### config.mk
export PLATFORM = sky130hd
export DESIGN_NAME = serial_frame_deser
export DESIGN_NICKNAME = d
export VERILOG_FILES = /design/src/rtl/serial_frame_deser.sv
export SDC_FILE = /design/constraint.sdc
export NUM_CORES = 1
export LEC_CHECK = 0
export ABC_AREA = 1
export CAP_MARGIN = 5
export CORE_MARGIN = 5
export CORE_UTILIZATION = 30
export DETAILED_ROUTE_END_ITERATION = 12
export GPL_ROUTABILITY_DRIVEN = 1
export GPL_TIMING_DRIVEN = 1
export PLACE_DENSITY = 0.46
export RECOVER_POWER = 25
export SYNTH_ARGS = -nofsm -noshare
export SYNTH_HDL_FRONTEND = slang
export SYNTH_SLANG_ARGS = --single-unit
### constraint.sdc
create_clock -name clk -period 2.5 [get_ports clk]
set_input_delay 0.5 -clock clk [delete_from_list [all_inputs] [get_ports clk]]
set_output_delay 0.5 -clock clk [all_outputs]
set_load 0.01 [all_outputs]
### src/rtl/serial_frame_deser.sv
`default_nettype none
// ============================================================================
// Module      : serial_frame_deser
// Description : Sync-word framed serial-to-parallel deserializer, MSB first.
//               Optional even-parity bit per data word when the macro
//               SERIAL_FRAME_DESER_PAR_CHK_EN is defined.
// Revision    : 1.0 - initial release
// ============================================================================
module serial_frame_deser #(
    parameter int               WIDTH = 8,
    parameter logic [WIDTH-1:0] SYNC  = 8'hA5,
    parameter int               WORDS = 2
) (
    input  logic             clk,
    input  logic             reset,
    input  logic             din,
    output logic [WIDTH-1:0] data,
    output logic             valid,
    output logic             locked,
    output logic             sync_err,
    output logic             par_err
);

    localparam int c_CNT_W = $clog2(WIDTH + 1);
`ifdef SERIAL_FRAME_DESER_PAR_CHK_EN
    localparam int c_SR_W = WIDTH;
    localparam logic [c_CNT_W-1:0] c_DATA_LAST = c_CNT_W'(WIDTH);
`else
    // Only WIDTH-1 history bits are ever read when no parity bit follows.
    localparam int c_SR_W = WIDTH - 1;
    localparam logic [c_CNT_W-1:0] c_DATA_LAST = c_CNT_W'(WIDTH - 1);
`endif
    localparam logic [c_CNT_W-1:0] c_SYNC_LAST = c_CNT_W'(WIDTH - 1);
    localparam logic [c_CNT_W-1:0] c_BIT_ONE   = c_CNT_W'(1);
    localparam logic [7:0]         c_WORDS     = 8'(WORDS);

    typedef enum logic [1:0] {
        ST_HUNT  = 2'd0,
        ST_DATA  = 2'd1,
        ST_CHECK = 2'd2
    } state_t;

    state_t              r_state;
    logic [c_SR_W-1:0]   r_sr;
    logic [c_CNT_W-1:0]  r_bit_cnt;
    logic [7:0]          r_word_cnt;
    logic [WIDTH-1:0]    r_data;
    logic                r_valid;
    logic                r_locked;
    logic                r_sync_err;

    logic [WIDTH-1:0]    w_nw;
    logic [WIDTH-1:0]    w_word;

    assign w_nw = {r_sr[WIDTH-2:0], din};

`ifdef SERIAL_FRAME_DESER_PAR_CHK_EN
    logic r_par_err;
    logic w_par_bad;
    // On the parity-bit edge the window already holds the complete word.
    assign w_word    = r_sr;
    assign w_par_bad = (^r_sr) ^ din;
    assign par_err   = r_par_err;
`else
    assign w_word  = w_nw;
    assign par_err = 1'b0;
`endif

    always_ff @(posedge clk or negedge reset) begin
        if (!reset) begin
            r_state    <= ST_HUNT;
            r_sr       <= '0;
            r_bit_cnt  <= '0;
            r_word_cnt <= '0;
            r_data     <= '0;
            r_valid    <= 1'b0;
            r_locked   <= 1'b0;
            r_sync_err <= 1'b0;
`ifdef SERIAL_FRAME_DESER_PAR_CHK_EN
            r_par_err  <= 1'b0;
`endif
        end else begin
            r_sr       <= w_nw[c_SR_W-1:0];
            r_valid    <= 1'b0;
            r_sync_err <= 1'b0;
`ifdef SERIAL_FRAME_DESER_PAR_CHK_EN
            r_par_err  <= 1'b0;
`endif
            case (r_state)
                ST_HUNT: begin
                    if (w_nw == SYNC) begin
                        r_state    <= ST_DATA;
                        r_locked   <= 1'b1;
                        r_bit_cnt  <= '0;
                        r_word_cnt <= '0;
                    end
                end
                ST_DATA: begin
                    if (r_bit_cnt == c_DATA_LAST) begin
                        r_data     <= w_word;
                        r_valid    <= 1'b1;
`ifdef SERIAL_FRAME_DESER_PAR_CHK_EN
                        r_par_err  <= w_par_bad;
`endif
                        r_bit_cnt  <= '0;
                        r_word_cnt <= r_word_cnt + 8'd1;
                        if (r_word_cnt + 8'd1 == c_WORDS) begin
                            r_state <= ST_CHECK;
                        end
                    end else begin
                        r_bit_cnt <= r_bit_cnt + c_BIT_ONE;
                    end
                end
                ST_CHECK: begin
                    if (r_bit_cnt == c_SYNC_LAST) begin
                        r_bit_cnt  <= '0;
                        r_word_cnt <= '0;
                        if (w_nw == SYNC) begin
                            r_state <= ST_DATA;
                        end else begin
                            r_state    <= ST_HUNT;
                            r_locked   <= 1'b0;
                            r_sync_err <= 1'b1;
                        end
                    end else begin
                        r_bit_cnt <= r_bit_cnt + c_BIT_ONE;
                    end
                end
                default: begin
                    r_state  <= ST_HUNT;
                    r_locked <= 1'b0;
                end
            endcase
        end
    end

    assign data     = r_data;
    assign valid    = r_valid;
    assign locked   = r_locked;
    assign sync_err = r_sync_err;

endmodule
`default_nettype wire
==> run_results.csv <==
group,metric,value,unit
run_status,outcome,"complete, no violations",
logic_synthesis,synth-seq-cells,32,
cells_and_area,stdcell_area,0.00186,sq mm
power_and_ir_drop,peakVddDrop,0.272,mV
logic_synthesis,synth-edff-count,0,
clock_tree,h-tree-depth,2,
cells_and_area,multi_input_area,657,sq um
logic_synthesis,syn_inst,179,
floorplanning,die_area,0.00671,sq mm
sta,relSlewSlack,0.472,
floorplanning,start_util,0.306,
grt,gr-total-overflow,0,
clock_tree,insertion_delay,280,ps
placed_design,postPlaceCellArea,0.00176,sq mm
clock_tree,postCtsHoldBufs,0,
sta,rsz0062_at_grt,"no",
logic_synthesis,synth_area,0.00155,sq mm
logic_synthesis,synthDistinctLibCells,25,
clock_tree,clk_path_buf_depth,2,
clock_tree,postCtsSetupBuffers,0,
placed_design,dp_slack,255,ps
grt,grt_use_met3,0.0373,
power_and_ir_drop,p_leak,0.887,nW
hold_path,hp-class,"reg -> reg",
logic_synthesis,synth_flop_cell,"dfrtp_1",
sta,skew,2.46,ps
power_and_ir_drop,powerDensity,1030,mW/mm^2
sta,slew_violations,0,
power_and_ir_drop,finalPower,0.00192,W
critical_path,startpoint_type,"input pin",
cells_and_area,num_antenna_cells,0,
clock_tree,cts_root_buf,"clkbuf_8",
sta,setup_ws,492,ps
grt,grt_use_met2,0.162,
sta,min_period,2010,ps
floorplanning,coreArea,0.00507,sq mm
grt,use_met1,0.134,
critical_path,critPathKind,"in -> reg",
logic_synthesis,synth.largest_area_cell,"dfrtp_1",
routing,wl,2940,microns
logic_synthesis,syn_area_per_cell,8.67,sq um
cells_and_area,drive_gt1_frac,0.111,
clock_tree,clk_pin_slew,70,ps
logic_synthesis,yosysWarnings,0,
grt,grt_max_degree,33,
cells_and_area,syn_to_final_growth,20.1,%
clock_tree,cts_tree,"built",
sta,finalCritPeriodShare,0.803,
floorplanning,io_pins,15,
routing,drt_iter0_drc,42,
critical_path,critPathArrivalTime,2180,ps
routing,route.detailed.drc,0,
sta,setup_viol,0,
routing,vias_per_cell,4.41,
cells_and_area,nNetsFinal,209,
grt,grt_pass1_wl,5340,microns
sta,fin_setup_tns,0,ps
sta,hold_ws,375,ps
logic_synthesis,netlist_top_cells_area,"dfrtp_1 (52%), nand2_1 (14%), ha_1 (6.5%)",
logic_synthesis,seq_area_frac_synth,0.516,
critical_path,critPathMaxFanout,13,
clock_tree,cts_sinks,32,
critical_path,critPathCaptureType,"flip-flop",
clock_tree,numCtsBuffers,5,
clock_tree,cts_resized,0,
placed_design,dpl.hpwl,2170,microns
placed_design,port_buffers,13,
logic_synthesis,postSynth.asyncResetShare,1.00,
routing,dr.pass1.iters,4,
logic_synthesis,synthTopCellsByCount,"nand2_1 (58), dfrtp_1 (32), inv_1 (17), nand3_1 (12), nor2_1 (12)",
routing,ant_nets,0,
job,cap_violations,0,
cells_and_area,fill_cells,528,
critical_path,cp_data_required_time,2670,ps
logic_synthesis,synth.top_cell.area_share,0.516,
grt,grt_pass1_vias,1174,
logic_synthesis,synth_most_common_cell,"nand2_1",
logic_synthesis,synth_nets,190,
grt,grt_use_total,0.105,
floorplanning,core.rowCount,26,
grt,busiest_layer,"met2",
routing,wl_per_cell,10.9,microns
cells_and_area,final-seq-area,801,sq um
placed_design,gp_congestion,0.752,
sta,worst_slew_pin_slew,792,ps
grt,grt_antenna_before_repair,0,
sta,finalHoldViolCount,0,
floorplanning,fp.dieW,81.9,microns
sta,fmax,0.498,GHz
floorplanning,dieHeight,81.9,microns
routing,vias,1186,
critical_path,r2r_setup_slack,730,ps
[path summary, 6_finish.rpt]
kind / start / end / depth (start not counted)
hold / removal: r_sr[0] / r_sr[1] / 0
min in group asynchronous: reset / data[5] / 2
max in group asynchronous: reset / r_word_cnt[6] / 2
setup / recovery: din / r_word_cnt[0] / 10
setup reg to reg: r_state[0] / r_bit_cnt[2] / 6
hold reg to reg: r_sr[0] / r_sr[1] / 0
[cells by family (layout without fill, tap and decap cells)]
| family | count (synthesis) | in the layout | share of synthesized area |
|---|---|---|---|
| flops | 32 | 32 | 0.516 |
| compound gates | 20 | 20 | 0.0710 |
| buf+inv | 21 | 41 | 0.0605 |
| other cells | 1 | 1 | 0.00242 |
| xor+xnor | 1 | 1 | 0.00565 |
| simple gates | 96 | 96 | 0.280 |
| fa+ha+maj | 8 | 8 | 0.0645 |
[stage by stage]
step / instances / utilization
final: 269 / 0.367
after global routing: 269 / 0.367
after CTS: 269 / 0.368
after detailed placement: 261 / 0.346
after global placement: 261 / 0.346
after floorplan: 179 / -
[cell usage in the layout, fill, tap and decap left out, types with 4 or more instances in the layout]
cell / count
dfrtp_1: 32
inv_1: 17
nand2_1: 58
clkdlybuf4s50_1: 11
a21oi_1: 5
nand3_2: 4
nor2_1: 12
clkbuf_8: 5
nand3_1: 12
o21ai_0: 10
ha_1: 8
[critical path: stages]
cell and delay (ps):
dlygate4sd3_1 570, nand2_1 70, nor2_1 140, nand2_1 100, nand2_2 110, nand3_2 110
nor2_4 270, inv_1 150, nand2_1 90, o21ai_1 60
[cell type report]
cell class / count / area share
Clock buffer: 6 / 0.0390
Clock inverter: 2 / 0.0188
Inverter: 18 / 0.0363
Multi-Input combinational cell: 126 / 0.353
Sequential cell: 32 / 0.430
Tap cell: 70 / 0.0470
Timing Repair Buffer: 15 / 0.0766
[routing by layer]
layer	up-vias	routed length, microns
li1	603	-
met1	562	1450
met2	15	1310
met3	6	123
met4	0	60
met5	-	0
[state kept, by name, summed over array words and instances, names as in the netlist]
register / flops
r_word_cnt: 8
locked: 1
data: 8
r_sr: 7
r_state: 2
sync_err: 1
valid: 1
r_bit_cnt: 4
[where the power goes]
group          switching, W  total [W]  leakage [nW]  internal (W)
registers          0.000102   0.000740         0.415      0.000638
logic              0.000405   0.000693         0.417      0.000288
clock network      0.000187   0.000482        0.0552      0.000295
Note: power is estimated with default switching activity, not from simulation.
